[config.mk]
export PLATFORM = sky130hd
export DESIGN_NAME = pic_interrupt_sequencer
export DESIGN_NICKNAME = d
export VERILOG_FILES = /design/src/rtl/pic_pkg.sv /design/src/rtl/pic_priority_resolver.sv /design/src/rtl/pic_interrupt_sequencer.sv
export SDC_FILE = /design/constraint.sdc
export NUM_CORES = 1
export LEC_CHECK = 0
export CAP_MARGIN = 5
export CORE_MARGIN = 3
export CORE_UTILIZATION = 30
export CTS_CLUSTER_DIAMETER = 120
export DETAILED_ROUTE_END_ITERATION = 12
export GPL_TIMING_DRIVEN = 0
export HOLD_SLACK_MARGIN = 0.1
export SLEW_MARGIN = 20
export SYNTH_ARGS = -nofsm -noshare
export SYNTH_HDL_FRONTEND = slang
export SYNTH_SLANG_ARGS = --single-unit
[constraint.sdc]
create_clock -name clk -period 1.9 [get_ports clk]
set_clock_uncertainty 0.1 [all_clocks]
set_input_delay 0.285 -clock clk [delete_from_list [all_inputs] [get_ports clk]]
set_output_delay 0.285 -clock clk [all_outputs]
set_load 0.05 [all_outputs]
[src/rtl/pic_pkg.sv]
// Shared types and constants for the PIC interrupt sequencer.
package pic_pkg;

  localparam int NUM_IR  = 8;
  localparam int LEVEL_W = 3;

  // ST_ACK2 is reserved; the vector is registered directly on the second inta.
  typedef enum logic [1:0] {
    ST_IDLE = 2'd0,
    ST_ACK1 = 2'd1,
    ST_ACK2 = 2'd2
  } pic_state_t;

  function automatic logic [NUM_IR-1:0] level_mask(input logic [LEVEL_W-1:0] level);
    return NUM_IR'(1) << level;
  endfunction

  // 0 = highest priority under the current rotation.
  function automatic logic [LEVEL_W-1:0] prio_rank(input logic [LEVEL_W-1:0] level,
                                                   input logic [LEVEL_W-1:0] lowest);
    return level - lowest - LEVEL_W'(1);
  endfunction

endpackage

[src/rtl/pic_priority_resolver.sv]
// Combinational rotating-priority encoder: highest level is lowest_prio+1 mod NUM_IR.
module pic_priority_resolver
  import pic_pkg::*;
(
  input  logic [NUM_IR-1:0]  i_req,
  input  logic [LEVEL_W-1:0] i_lowest_prio,
  output logic               o_valid,
  output logic [LEVEL_W-1:0] o_level
);

  logic [LEVEL_W-1:0] w_idx;

  always_comb begin
    o_valid = 1'b0;
    o_level = i_lowest_prio;
    w_idx   = i_lowest_prio;
    for (int i = 1; i <= NUM_IR; i++) begin
      w_idx = i_lowest_prio + LEVEL_W'(i);
      if (!o_valid && i_req[w_idx]) begin
        o_valid = 1'b1;
        o_level = w_idx;
      end
    end
  end

endmodule

[src/rtl/pic_interrupt_sequencer.sv]
// 8259-style interrupt sequencer: request latching, priority arbitration, two-inta acknowledge.
// Define PIC_ROTATE_PRIORITY_EN to enable rotate-on-EOI (and rotate-on-auto-EOI).
module pic_interrupt_sequencer
  import pic_pkg::*;
(
  input  logic               clk,
  input  logic               reset,
  input  logic [NUM_IR-1:0]  ir,
  input  logic               ltim,
  input  logic [4:0]         vector_base,
  input  logic               aeoi,
  input  logic [NUM_IR-1:0]  imr,
  input  logic               inta,
  input  logic               eoi_stb,
  input  logic               eoi_specific,
  input  logic [LEVEL_W-1:0] eoi_level,
  input  logic               rotate,
  output logic               int_out,
  output logic [7:0]         vector_out,
  output logic               vector_valid,
  output logic [NUM_IR-1:0]  irr,
  output logic [NUM_IR-1:0]  isr,
  output logic               spurious
);

  pic_state_t         r_state, w_state_next;
  logic [NUM_IR-1:0]  r_ir_hist, r_irr, r_isr;
  logic [LEVEL_W-1:0] r_level;
  logic               r_spur_ack, r_int, r_vvalid, r_spur;
  logic [7:0]         r_vector;
  logic [LEVEL_W-1:0] w_lowest_prio;

  logic               w_cand_vld, w_isr_vld, w_cand_ok;
  logic [LEVEL_W-1:0] w_cand_lvl, w_isr_lvl, w_eoi_lvl;
  logic               w_first, w_second, w_eoi_do, w_aeoi_do;
  logic [NUM_IR-1:0]  w_isr_set, w_eoi_clr, w_aeoi_clr, w_irr_next;

  pic_priority_resolver u_cand (
    .i_req         (r_irr & ~imr),
    .i_lowest_prio (w_lowest_prio),
    .o_valid       (w_cand_vld),
    .o_level       (w_cand_lvl)
  );

  pic_priority_resolver u_insvc (
    .i_req         (r_isr),
    .i_lowest_prio (w_lowest_prio),
    .o_valid       (w_isr_vld),
    .o_level       (w_isr_lvl)
  );

  always_comb begin
    w_state_next = r_state;
    w_first      = 1'b0;
    w_second     = 1'b0;
    case (r_state)
      ST_IDLE: if (inta) begin
        w_first      = 1'b1;
        w_state_next = ST_ACK1;
      end
      ST_ACK1: if (inta) begin
        w_second     = 1'b1;
        w_state_next = ST_IDLE;
      end
      default: w_state_next = ST_IDLE;
    endcase
  end

  // A candidate only interrupts the CPU when it strictly outranks everything in service.
  always_comb begin
    w_cand_ok  = w_cand_vld &&
                 (!w_isr_vld || (prio_rank(w_cand_lvl, w_lowest_prio) <
                                 prio_rank(w_isr_lvl, w_lowest_prio)));
    w_eoi_do   = eoi_stb && (r_isr != '0);
    w_eoi_lvl  = eoi_specific ? eoi_level : w_isr_lvl;
    w_aeoi_do  = w_second && aeoi && !r_spur_ack;
    w_eoi_clr  = w_eoi_do ? level_mask(w_eoi_lvl) : '0;
    w_aeoi_clr = w_aeoi_do ? level_mask(r_level) : '0;
    w_isr_set  = (w_first && w_cand_vld) ? level_mask(w_cand_lvl) : '0;
    w_irr_next = ltim ? ir : ((r_irr & ~w_isr_set) | (ir & ~r_ir_hist));
  end

  always_ff @(posedge clk or posedge reset) begin
    if (reset) begin
      r_state    <= ST_IDLE;
      r_ir_hist  <= '0;
      r_irr      <= '0;
      r_isr      <= '0;
      r_level    <= '0;
      r_spur_ack <= 1'b0;
      r_int      <= 1'b0;
      r_vector   <= '0;
      r_vvalid   <= 1'b0;
      r_spur     <= 1'b0;
    end else begin
      r_state   <= w_state_next;
      r_ir_hist <= ir;
      r_irr     <= w_irr_next;
      r_isr     <= (r_isr & ~w_eoi_clr & ~w_aeoi_clr) | w_isr_set;
      r_int     <= w_cand_ok && !w_first;
      r_vvalid  <= w_second;
      r_spur    <= w_first && !w_cand_vld;
      if (w_first) begin
        r_level    <= w_cand_vld ? w_cand_lvl : LEVEL_W'(NUM_IR - 1);
        r_spur_ack <= !w_cand_vld;
      end
      if (w_second) r_vector <= {vector_base, r_level};
    end
  end

`ifdef PIC_ROTATE_PRIORITY_EN
  logic [LEVEL_W-1:0] r_lowest_prio;

  // Auto-EOI rotation wins if both rotations land in the same cycle.
  always_ff @(posedge clk or posedge reset) begin
    if (reset)                     r_lowest_prio <= LEVEL_W'(NUM_IR - 1);
    else if (w_aeoi_do && rotate)  r_lowest_prio <= r_level;
    else if (w_eoi_do && rotate)   r_lowest_prio <= w_eoi_lvl;
  end

  assign w_lowest_prio = r_lowest_prio;
`else
  logic w_unused_rotate;

  assign w_unused_rotate = rotate;
  assign w_lowest_prio   = LEVEL_W'(NUM_IR - 1);
`endif

  assign int_out      = r_int;
  assign vector_out   = r_vector;
  assign vector_valid = r_vvalid;
  assign irr          = r_irr;
  assign isr          = r_isr;
  assign spurious     = r_spur;

endmodule

==> impl_metrics.toml <==
[layout]
drive_gt1_share_pct = 24.6
fin_nets = 288
fill_cells = 571
postLayoutCellArea_sq_um = 2890
n_antenna_cell = 0
area_delta_synth_final_pct = 55.9

[clocking]
clkLatencyLatePin_ps = 290
cts_hold_buf = 0
htree_levels = 2
cts_num_sinks = 40
clk_pin_slew_ps = 70
cts_made_buffers = 5
clockBufferDepth = 2
cts_tree = "built"
clockRootBuffer = "clkbuf_8"

[yosys]
syn_inst = 178
synth_ff_type = "dfrtp_1"
synth_nets = 211
synth_area_per_cell_sq_um = 10.4
yosysWarnings = 0
synth_area_sq_um = 1850
synth_edf_count = 0
synthArstFlopShare_pct = 100
ys_types = 43
ys_ff_latch = 40
ys_seq_area_share_pct = 54.0

[sta]
finalHoldViolCount = 0
drv_slew = 0
fin_crit_sh_pct = 99.5
min_period_ps = 1890
max_freq_mhz = 529
max_slew.worst_pin.slew_ps = 509
setup_viol_count_final = 0
rsz0062_at_grt = "yes"
relSlewSlack_pct = 65.7

[outcome]
status = "finished, final reports clean"

[run]
drv_cap = 0

[place]
globalplace.congestion = 0.785
portBuffers = 56
place_hpwl_microns = 3590
dpl_cell_area_sq_um = 2540

[global_routing]
grt_util_all_layers_pct = 14.0
overflow = 0
grt_pass1_wl_microns = 7980
antenna_found_initial = 0
grt_pass1_vias = 1663
grt_max_degree = 26

[min_path]
hold_class = "primary input to asynchronous set/reset pin"

[floorplan]
die_area_sq_um = 7160
io-pin-count = 59
die_w_microns = 84.6
initial_core_util_pct = 31.1
rows = 28
fp.dieH_microns = 84.6
core_area_sq_um = 5960

[detailed_routing]
wl_per_cell_microns = 14.5
first_iter_violations = 64
routed_wirelength_microns = 4790
viasPerCell = 4.93
via_count = 1633
ant_nets = 0
route.detailed.drc = 0
drt_pass1_iterations = 4

[worst_setup_path]
cp_cell_sequence = "clkdlybuf4s50_1 -> nand2b_1 -> nand3b_1 -> nor4b_4 -> nand2_1 -> a32o_1"
worstPathMaxFanout = 6
cp-end-kind = "flip-flop"
cp-start-kind = "primary input"
required_ps = 1980
cp_slowest_cell = "clkdlybuf4s50_1"
slowest_delay_ps = 530
worstRegToRegCells = 5
critPathArrivalTime_ps = 1970
crit_type = "primary input to flip-flop"

[power_and_ir_drop]
ir_drop_uv = 800
leakage_nw = 1.36
power.total_mw = 3.98
power_density_nw_per_um2 = 1380
[flip-flops by register name, summed over array words and instances, names as in the netlist]
name	count
r_state	1
spurious	1
r_spur_ack	1
vector_valid	1
vector_out	8
r_level	3
isr	8
irr	8
r_ir_hist	8
int_out	1
[worst paths after layout]
check                                        from                     end  slack [ps]
max                                          inta        irr[7]$_DFF_PP0_          10
min                                         reset  r_ir_hist[0]$_DFF_PP0_         180
max reg2reg                      irr[5]$_DFF_PP0_        irr[4]$_DFF_PP0_          20
min reg2reg                r_spur_ack$_DFFE_PP0P_  r_spur_ack$_DFFE_PP0P_         400
max in group asynchronous                   reset        isr[0]$_DFF_PP0_        1060
min in group clk                           imr[0]        irr[0]$_DFF_PP0_         310
[where the power goes]
group	switching (mW)	internal [mW]	leakage, nW
Sequential	0.231	1.11	0.475
Combinational	1.22	0.743	0.831
Clock	0.288	0.390	0.0552
Total	1.74	2.24	1.36
[synth_stat cells (all sizes together), types with 2 or more instances]
library cell	number	area [sq um]
dfrtp	40	1000
o21ai	22	110
nand2	21	78.8
inv	11	41.3
nand2b	11	71.3
nor3	11	60.1
mux2	9	101
nor2	5	18.8
a32o	4	42.5
o31ai	4	30.0
clkbuf	3	11.3
o22ai	3	18.8
a21oi	2	10.0
nand3	2	10.0
nand3b	2	15.0
nor4	2	12.5
o21a	2	15.0
o21bai	2	15.0
or4	2	15.0
[worst max-delay path, delay by kind of cell]
| kind | cells | cell delay [ps] |
|---|---|---|
| and+or+nand+nor | 4 | 890 |
| AOI/OAI and AO/OA | 1 | 270 |
| buffers and inverters | 1 | 530 |
[layout by cell type (no fill, tap or decap), types with 7 or more instances in the layout]
master	n
dfrtp_1	31
buf_4	13
clkdlybuf4s50_1	33
nand2_1	19
dfrtp_2	9
o21ai_0	15
nor3_1	8
dlymetal6s2s_1	12
o21ai_1	7
dlygate4sd2_1	11
inv_1	10
mux2_2	9
[routing by layer]
metal / track usage (%) / wire (microns) / up-vias
li1: - / - / 808
met1: 18.1 / 2110 / 769
met2: 22.9 / 2340 / 51
met3: 3.83 / 280 / 5
met4: 3.88 / 51 / 0
met5: 0 / 0 / -
[layout make-up]
class,instances,area [sq um],area share [%]
Clock inverter,2,35.0,1.21
Tap cell,75,93.8,3.25
Inverter,11,41.3,1.43
Clock buffer,6,72.6,2.51
Timing Repair Buffer,70,694,24.0
Buffer,3,11.3,0.389
Multi-Input combinational cell,124,931,32.2
Sequential cell,40,1010,35.0
[kinds of logic after synthesis]
family                   after synthesis  share of synthesized area [%]
adder cells (fa/ha/maj)                1                          0.675
AND/OR/NAND/NOR                       65                           18.9
buffers and inverters                 14                           2.83
AO/OA/AOI/OAI                         48                           17.7
multiplexers                           9                           5.47
XOR/XNOR                               1                          0.472
flip-flops                            40                           54.0
[metrics by stage]
step | util, % | TNS [ps] | instances | hold slack, ps | worst slack [ps]
5_1_grt | 48.6 | -130 | 331 | 205 | -43.8
2_1_floorplan | - | -179 | 178 | 216 | -115
3_5_place_dp | 42.6 | -4670 | 310 | 372 | -547
3_3_place_gp | 42.3 | -17000 | 309 | 366 | -537
4_1_cts | 46.6 | -45.7 | 327 | 190 | -45.7
6_report | 48.6 | 0 | 331 | 181 | 10.1
[repair_timing]
item	in CTS	in global routing
pin swaps	8	5
buffers inserted	9	4
endpoints found under the setup margin	8	26
resized for setup	25	22
cloned	0	0
Note: power is estimated with default switching activity, not from simulation.
